**src/rtl/avalon_bus_read_verify.sv**
```systemverilog
`default_nettype none
// ============================================================================
// Module   : avalon_bus_read_verify
// Purpose  : Avalon-MM read master that reads back the frame buffer once the
//            pattern writer has filled it. It issues pipelined single-word
//            reads, keeps up to MAX_OUTSTANDING reads in flight, and compares
//            every returned word against the expected pattern:
//              PATTERN_LO for word index <  SPLIT
//              PATTERN_HI for word index >= SPLIT (up to NUM_WORDS-1)
//            It reports busy/done/pass and a saturating mismatch count.
//
// Ports    : iCLK, iRST_n (async, active low)  clock / reset
//            iSTART             sync start pulse (needs local_init_done)
//            local_init_done    memory controller calibrated
//            avl_waitrequest_n  slave accepts the request when high
//            avl_address        read word address
//            avl_read           read request
//            avl_burstbegin     same as avl_read (burst length 1)
//            avl_readdata       returned data
//            avl_readdatavalid  avl_readdata valid this cycle
//            oBUSY              state is READ or DRAIN
//            oDONE              state is DONE
//            oPASS              DONE with zero mismatches
//            oERR_COUNT         mismatch count, saturates at all-ones
//            c_state            state code (debug)
//
// Options  : FIRST_ERR_CAPTURE_EN - adds oFIRST_ERR_ADDR / oFIRST_ERR_DATA,
//            holding the word index and data of the first mismatch of a run.
//
// Revision : 1.0 - initial release
// ============================================================================
module avalon_bus_read_verify #(
  parameter int                ADDR_W          = 27,
  parameter int                DATA_W          = 32,
  parameter int                NUM_WORDS       = 2073600,
  parameter int                SPLIT           = 1036800,
  parameter logic [DATA_W-1:0] PATTERN_LO      = 32'h0055AA55,
  parameter logic [DATA_W-1:0] PATTERN_HI      = 32'h00BB6666,
  parameter int                MAX_OUTSTANDING = 8,
  parameter int                ERR_W           = 16
) (
  input  logic              iCLK,
  input  logic              iRST_n,
  input  logic              iSTART,
  input  logic              local_init_done,
  input  logic              avl_waitrequest_n,
  output logic [ADDR_W-1:0] avl_address,
  output logic              avl_read,
  output logic              avl_burstbegin,
  input  logic [DATA_W-1:0] avl_readdata,
  input  logic              avl_readdatavalid,
  output logic              oBUSY,
  output logic              oDONE,
  output logic              oPASS,
  output logic [ERR_W-1:0]  oERR_COUNT,
  output logic [3:0]        c_state
`ifdef FIRST_ERR_CAPTURE_EN
  ,
  output logic [ADDR_W-1:0] oFIRST_ERR_ADDR,
  output logic [DATA_W-1:0] oFIRST_ERR_DATA
`endif
);

  localparam int OUT_W = $clog2(MAX_OUTSTANDING) + 1;

  localparam logic [ADDR_W-1:0] c_LAST_ADDR = ADDR_W'(NUM_WORDS - 1);
  localparam logic [ADDR_W-1:0] c_NUM_IDX   = ADDR_W'(NUM_WORDS);
  localparam logic [ADDR_W-1:0] c_SPLIT_IDX = ADDR_W'(SPLIT);
  localparam logic [ADDR_W-1:0] c_ONE_ADDR  = ADDR_W'(1);
  localparam logic [OUT_W-1:0]  c_MAX_OUT   = OUT_W'(MAX_OUTSTANDING);
  localparam logic [OUT_W-1:0]  c_ONE_OUT   = OUT_W'(1);
  localparam logic [ERR_W-1:0]  c_ONE_ERR   = ERR_W'(1);

  typedef enum logic [3:0] {
    ST_IDLE  = 4'd0,
    ST_READ  = 4'd1,
    ST_DRAIN = 4'd2,
    ST_DONE  = 4'd9
  } state_t;

  state_t r_state;
  state_t w_next_state;

  logic [ADDR_W-1:0] r_addr;
  logic [ADDR_W-1:0] r_rd_idx;
  logic [OUT_W-1:0]  r_outstanding;
  logic [ERR_W-1:0]  r_err;

  logic              w_read;
  logic              w_clear;
  logic              w_start_ok;
  logic              w_accept;
  logic              w_ret;
  logic              w_last_ret;
  logic              w_mismatch;
  logic [DATA_W-1:0] w_expected;

  assign w_start_ok = iSTART && local_init_done;
  assign w_accept   = w_read && avl_waitrequest_n;
  // A return with nothing in flight is stray (e.g. from before a reset).
  assign w_ret      = avl_readdatavalid && (r_outstanding != '0);
  // Final return is taking place now; lets DONE follow it by one cycle.
  assign w_last_ret = w_ret && (r_rd_idx == c_LAST_ADDR) && (r_outstanding == c_ONE_OUT);
  assign w_expected = (r_rd_idx < c_SPLIT_IDX) ? PATTERN_LO : PATTERN_HI;
  assign w_mismatch = w_ret && (avl_readdata != w_expected);

  // --------------------------------------------------------------------------
  // State register
  // --------------------------------------------------------------------------
  always_ff @(posedge iCLK or negedge iRST_n) begin
    if (!iRST_n) begin
      r_state <= ST_IDLE;
    end else begin
      r_state <= w_next_state;
    end
  end

  // --------------------------------------------------------------------------
  // Next state and request generation
  // --------------------------------------------------------------------------
  always_comb begin
    w_next_state = r_state;
    w_read       = 1'b0;
    w_clear      = 1'b0;
    case (r_state)
      ST_IDLE: begin
        w_clear = 1'b1;
        if (w_start_ok) begin
          w_next_state = ST_READ;
        end
      end
      ST_READ: begin
        // Outstanding only grows on accept, so once raised the request
        // stays up with a stable address until the slave takes it.
        w_read = (r_outstanding < c_MAX_OUT);
        if (w_read && avl_waitrequest_n && (r_addr == c_LAST_ADDR)) begin
          w_next_state = ST_DRAIN;
        end
      end
      ST_DRAIN: begin
        if (w_last_ret || ((r_rd_idx == c_NUM_IDX) && (r_outstanding == '0))) begin
          w_next_state = ST_DONE;
        end
      end
      ST_DONE: begin
        // Restart clears the counters on this edge and goes straight to READ.
        if (w_start_ok) begin
          w_clear      = 1'b1;
          w_next_state = ST_READ;
        end
      end
      default: begin
        w_next_state = ST_IDLE;
      end
    endcase
  end

  // --------------------------------------------------------------------------
  // Address, outstanding, return index and error counters
  // --------------------------------------------------------------------------
  always_ff @(posedge iCLK or negedge iRST_n) begin
    if (!iRST_n) begin
      r_addr        <= '0;
      r_rd_idx      <= '0;
      r_outstanding <= '0;
      r_err         <= '0;
    end else if (w_clear) begin
      r_addr        <= '0;
      r_rd_idx      <= '0;
      r_outstanding <= '0;
      r_err         <= '0;
    end else begin
      if (w_accept) begin
        r_addr <= r_addr + c_ONE_ADDR;
      end
      case ({w_accept, w_ret})
        2'b10:   r_outstanding <= r_outstanding + c_ONE_OUT;
        2'b01:   r_outstanding <= r_outstanding - c_ONE_OUT;
        default: r_outstanding <= r_outstanding;
      endcase
      if (w_ret) begin
        r_rd_idx <= r_rd_idx + c_ONE_ADDR;
      end
      if (w_mismatch && (r_err != '1)) begin
        r_err <= r_err + c_ONE_ERR;
      end
    end
  end

`ifdef FIRST_ERR_CAPTURE_EN
  // --------------------------------------------------------------------------
  // First-mismatch capture
  // --------------------------------------------------------------------------
  logic r_first_seen;
  logic [ADDR_W-1:0] r_first_addr;
  logic [DATA_W-1:0] r_first_data;

  always_ff @(posedge iCLK or negedge iRST_n) begin
    if (!iRST_n) begin
      r_first_seen <= 1'b0;
      r_first_addr <= '0;
      r_first_data <= '0;
    end else if (w_clear) begin
      r_first_seen <= 1'b0;
      r_first_addr <= '0;
      r_first_data <= '0;
    end else if (w_mismatch && !r_first_seen) begin
      r_first_seen <= 1'b1;
      r_first_addr <= r_rd_idx;
      r_first_data <= avl_readdata;
    end
  end

  assign oFIRST_ERR_ADDR = r_first_addr;
  assign oFIRST_ERR_DATA = r_first_data;
`endif

  // --------------------------------------------------------------------------
  // Outputs
  // --------------------------------------------------------------------------
  assign avl_address    = r_addr;
  assign avl_read       = w_read;
  assign avl_burstbegin = w_read;
  assign oBUSY          = (r_state == ST_READ) || (r_state == ST_DRAIN);
  assign oDONE          = (r_state == ST_DONE);
  assign oPASS          = (r_state == ST_DONE) && (r_err == '0);
  assign oERR_COUNT     = r_err;
  assign c_state        = r_state;

endmodule
`default_nettype wire

```
**config.mk**
```make
export PLATFORM = sky130hd
export DESIGN_NAME = avalon_bus_read_verify
export DESIGN_NICKNAME = d
export VERILOG_FILES = /design/src/rtl/avalon_bus_read_verify.sv
export SDC_FILE = /design/constraint.sdc
export NUM_CORES = 1
export LEC_CHECK = 0
export ABC_AREA = 1
export BUFFER_PORTS_ARGS = -buffer_cell sky130_fd_sc_hd__buf_2
export CAP_MARGIN = 20
export CORE_ASPECT_RATIO = 1.75
export CORE_MARGIN = 5
export CORE_UTILIZATION = 53
export CTS_BUF_LIST = sky130_fd_sc_hd__clkbuf_8
export CTS_CLUSTER_DIAMETER = 30
export DETAILED_ROUTE_END_ITERATION = 12
export PLACE_DENSITY_LB_ADDON = 0.1
export SLEW_MARGIN = 25
export SYNTH_ARGS = -nofsm -noshare
export SYNTH_HDL_FRONTEND = slang
export SYNTH_SLANG_ARGS = --single-unit
```
**constraint.sdc**
```tcl
create_clock -name iCLK -period 1.9 [get_ports iCLK]
set_clock_uncertainty 0.15 [all_clocks]
set_input_delay 0.19 -clock iCLK [delete_from_list [all_inputs] [get_ports iCLK]]
set_output_delay 0.19 -clock iCLK [all_outputs]
set_load 0.005 [all_outputs]
```
# Word level (Yosys, flattened, before mapping)

Index checks and enable logic that the tools add are counted.
W data, S select, Z words.

Add/subtract/negate cells: 5
$lt $le $gt $ge: 2
Equal/unequal tests: 14
Muxes and demuxes: 16
Reductions and logical operators: 23

Operators by type and width:

| kind                    | count |
|---|---|
| $mux W27                | 4 |
| $eq A27 B21 Y1 const B  | 3 |
| $add A27 B1 Y27 const B | 2 |
| $mux W16                | 2 |
| $ne A32 B24 Y1          | 1 |
| $lt A27 B20 Y1 const B  | 1 |
| $mux W24                | 1 |
| $add A16 B1 Y16 const B | 1 |
| $logic_not A16 Y1       | 1 |
| $mux W4                 | 4 |
| $ne A16 B16 Y1 const B  | 1 |
| $pmux W4 S3             | 1 |
| $logic_and A1 B1 Y1     | 11 |
| $eq A4 B1 Y1 const B    | 2 |
| $logic_not A4 Y1        | 2 |
| $pmux W4 S2             | 1 |
| $reduce_bool A2 Y1      | 3 |
| $add A4 B1 Y4 const B   | 1 |
| $eq A4 B2 Y1 const B    | 1 |
| $eq A4 B4 Y1 const B    | 1 |
| $lt A4 B4 Y1 const B    | 1 |
| $ne A2 B2 Y1 const B    | 2 |
| $reduce_bool A4 Y1      | 1 |
| $sub A4 B1 Y4 const B   | 1 |
| 9 further kinds         | 11 |

Register bits after elaboration: 78
Input port bits: 38
Output and inout bits: 52
Logic and storage cells: 65

# Longest topological paths before layout

Depth after elaboration: 7
Mapped depth: 13
Gate-level depth less buffers: 13

# Least setup slack after synthesis

No wires, ideal clock.

Kind: reg-to-reg
Start: register r_outstanding[0]
End: register r_rd_idx[26]
Setup time: 133 ps
Data arrival time: 1,510 ps
Required time: 1,617 ps
Path slack: 106 ps
Stages on the path, launching flop included: 12
Buffers on the path: 0
Period minus slack after synthesis: 1,794 ps
Cell sequence: dfrtp_1 -> inv_1 -> ha_1 -> nand2_2 -> nand2_4 -> nor2_4 -> nand2_2 -> inv_2 -> nand3_2 -> nor2_1 -> xor2_1 -> nor2_1

Longest elaborated chain between the ends: 3

Ends and longest elaborated chain:

| item                         | RTL line | RTL |
|---|---|---|
| start: declaration           | 86       | `logic [OUT_W-1:0] r_outstanding;` |
| start signal: assignment     | 177      | `2'b10: r_outstanding <= r_outstanding + c_ONE_OUT;` |
| start signal: assignment     | 178      | `2'b01: r_outstanding <= r_outstanding - c_ONE_OUT;` |
| start signal: assignment     | 179      | `default: r_outstanding <= r_outstanding;` |
| $reduce_bool A4 Y1           | 101      | `assign w_ret = avl_readdatavalid && (r_outstanding != '0);` |
| $logic_and A1 B1 Y1          | 101      |  |
| $reduce_bool A2 Y1 (no line) | n/a      |  |
| end signal: assignment       | 182      | `r_rd_idx <= r_rd_idx + c_ONE_ADDR;` |
| end: declaration             | 85       | `logic [ADDR_W-1:0] r_rd_idx;` |

No other way between the ends.
A chain may end at the register's enable or synchronous reset.

# Final worst setup path

Start: register r_err[0], in the netlist oERR_COUNT[0]
End: output port oPASS

Longest elaborated chain between the ends: 2

Ends and longest elaborated chain:

| item                     | RTL line | RTL |
|---|---|---|
| start: declaration       | 87       | `logic [ERR_W-1:0] r_err;` |
| start signal: assignment | 185      | `r_err <= r_err + c_ONE_ERR;` |
| $logic_not A16 Y1        | 226      | `assign oPASS = (r_state == ST_DONE) && (r_err == '0);` |
| $logic_and A1 B1 Y1      | 226      |  |
| end: declaration         | 54       | `output logic oPASS,` |

No other way between the ends.

==> flow_summary.json <==
{
  "crit_fanout": 5,
  "drive_gt1_frac": 0.271,
  "coreArea_um2": 9850,
  "power.leakage_nw": 3.30,
  "hpwl_um": 12300,
  "dpl_worst_slack_ns": 0.00939,
  "path_clk_slew_ns": 0.08,
  "endpoint_kind": "primary output",
  "fin_crit_sh": 1.04,
  "cts_num_sinks": 77,
  "fp.dieH_um": 142,
  "drcViolationCount": 0,
  "fill_cells": 861,
  "setup_slack_ns": -0.0694,
  "yosys_warnings": 0,
  "ys_seq_area_frac": 0.364,
  "die_area_um2": 12200,
  "routed_wl_um": 16000,
  "synthDistinctLibCells": 42,
  "syn_nets": 794,
  "grt_antenna_before_repair": 0,
  "grt_pass1_vias": 5427,
  "rsz0062_at_grt": "yes",
  "timing.rr.end": "oERR_COUNT[15]",
  "multiInputGateArea_um2": 3100,
  "hold_violations": 0,
  "cts_buffers": 9,
  "status": "finished, violations left",
  "max-vdd-ir-drop_mv": 0.638,
  "fp-row-count": 48,
  "grt_start_max_net_pins": 47,
  "avgRoutedWirePerCell_um": 15.7,
  "grt_first_pass_wirelength_um": 25500,
  "synthTopCellsByArea": "dfrtp_1, nand2_1, nor2_1",
  "worst-r2r-cell-count": 10,
  "post-route-util": 0.681,
  "htree_levels": 3,
  "hp-class": "input pin to flip-flop",
  "critical_path_class": "flip-flop to primary output",
  "gr-total-overflow": 0,
  "required_ns": 1.56,
  "powerDensity_nw_per_um2": 835,
  "area_growth_pct": 26.6,
  "grtUsageTotal": 0.262,
  "vias": 5634,
  "maxCapViolCount": 0,
  "vias_per_cell": 5.54,
  "num_antenna_cells": 0,
  "routabilityCongestion": 0.943,
  "drv_slew": 0,
  "synth_seq_cells": 77,
  "synth_top_area_frac": 0.364,
  "port_buffers": 88,
  "setup_violations": 5,
  "timing.final.crit_period_ns": 1.97,
  "crit_arrival_ns": 1.63,
  "ant_nets": 0,
  "nNetsFinal": 933,
  "synthesis.area_um2": 5290,
  "syn_area_per_cell_um2": 7.08,
  "final.setup.tns_ns": -0.0881,
  "fmax_mhz": 508,
  "root_buffer": "clkbuf_8",
  "cts_buffer_depth": 2,
  "yosysTopAreaCell": "dfrtp_1",
  "r2r_slack_ns": -0.01,
  "fp.dieW_um": 85.6,
  "ioPinCount": 90,
  "seq_area_um2": 1940,
  "timing.hold.ws_ns": 0.0418,
  "whs_path_depth": 3,
  "drtPass1Iterations": 5,
  "drtIter0Drc": 292,
  "cts_tree": "built",
  "min_to": "r_rd_idx[2]",
  "clock_latency_ns": 0.37,
  "syn_inst": 748,
  "r2r_start": "oERR_COUNT[0]",
  "crit_path_start_kind": "flip-flop",
  "start_util": 0.537,
  "min_from": "avl_readdatavalid",
  "violations": "negative setup slack"
}
[Yosys cell counts]
library cell and n:
and3_1 1, nor3_2 5, o31ai_1 3, nand3b_1 3, nand2_4 2, nor3b_2 1
xnor2_1 10, a221oi_1 1, nor2_1 101, nor4_1 6, clkbuf_1 7, inv_2 11
nand3_2 6, o21a_1 3, nand4_4 1, nand4_1 36, nor3_1 31, a22oi_1 1
nor2_2 7, nand2_2 7, xor2_1 28, nor3b_1 3, nor2_4 4, buf_4 2
o21ai_0 11, buf_2 7, clkinv_1 1, nand2_1 174, and2_1 1, conb_1 1
a21oi_1 19, o21ai_4 1, a21boi_1 1, ha_1 8, dfrtp_1 77, inv_1 82
buf_6 1, nand3_1 64, o21ai_1 16, nor3_4 2, o2111ai_1 1, inv_4 1
[flip-flops by register name, indices dropped and copies added, names as in the netlist]
signal	flops
r_outstanding	4
avl_address	27
r_rd_idx	27
c_state	3
oERR_COUNT	16
[through the flow]
step	instance area (um2)	cells	power, mW
finish	6700	1017	5.60
global route	6700	1017	5.91
CTS	6410	1005	5.32
detailed placement	6130	986	3.87
global placement	6130	986	3.81
floorplan	5290	748	3.18
[critical path, cell delays in order (launching register included)]
cell     delay (ns)
dfrtp_1        0.41
buf_6          0.14
inv_4          0.05
ha_4           0.13
nand3_4        0.08
nor4_4         0.29
buf_2          0.16
[logic make-up after synthesis]
| family | synth area share |
|---|---|
| buffers and inverters | 0.0844 |
| and+or+nand+nor | 0.408 |
| adders and majority gates | 0.0189 |
| other | 0.000708 |
| xor gates and xnor gates | 0.0629 |
| DFF | 0.364 |
| AOI/OAI and AO/OA | 0.0612 |
[worst max path at each step]
stage | from | to | slack [ns]
after floorplan | r_outstanding[0] | r_rd_idx[26] | 0.11
final | oERR_COUNT[0] | oPASS | -0.07
after global placement | r_rd_idx[10] | oERR_COUNT[0] | 0.03
after detailed placement | r_outstanding[1] | r_rd_idx[26] | 0.009
after global routing | oERR_COUNT[1] | oPASS | -0.10
after CTS | oERR_COUNT[6] | oPASS | -0.11
[placed cells by master (no fill, tap or decap), drive strengths merged, types with 11 or more instances in the layout]
| master | count |
|---|---|
| nand2 | 183 |
| buf | 144 |
| nor2 | 112 |
| inv | 96 |
| dfrtp | 77 |
| nand3 | 70 |
| nor3 | 38 |
| nand4 | 37 |
| xor2 | 28 |
| o21ai | 28 |
| a21oi | 19 |
| clkbuf | 11 |
[timing repair]
action	4_1_cts	5_1_grt
setup buffers	2	12
endpoints found under the hold margin	64	0
hold buffers	1	0
endpoints found under the setup margin	2	50
gates resized for setup	5	55
pin swaps	3	12
[area by class of cell]
| cell class | count | area share |
|---|---|---|
| multi-input cells | 559 | 0.462 |
| flip-flops and latches | 77 | 0.289 |
| repair buffers | 145 | 0.137 |
| inverters | 95 | 0.0551 |
| well taps | 125 | 0.0233 |
| clock buffers | 11 | 0.0226 |
| clock inverters | 5 | 0.0112 |
[where the power goes]
part           internal (mW)  switching [mW]
Sequential              1.74           0.121
Combinational          0.828            1.46
Clock                  0.803           0.646
[per-layer routing]
metal / global-route usage / wire (um)
met5: 0 / 0
met4: 0.125 / 697
met2: 0.505 / 8980
met3: 0.0423 / 757
met1: 0.266 / 5560
Power figures use the tool's default switching activity.
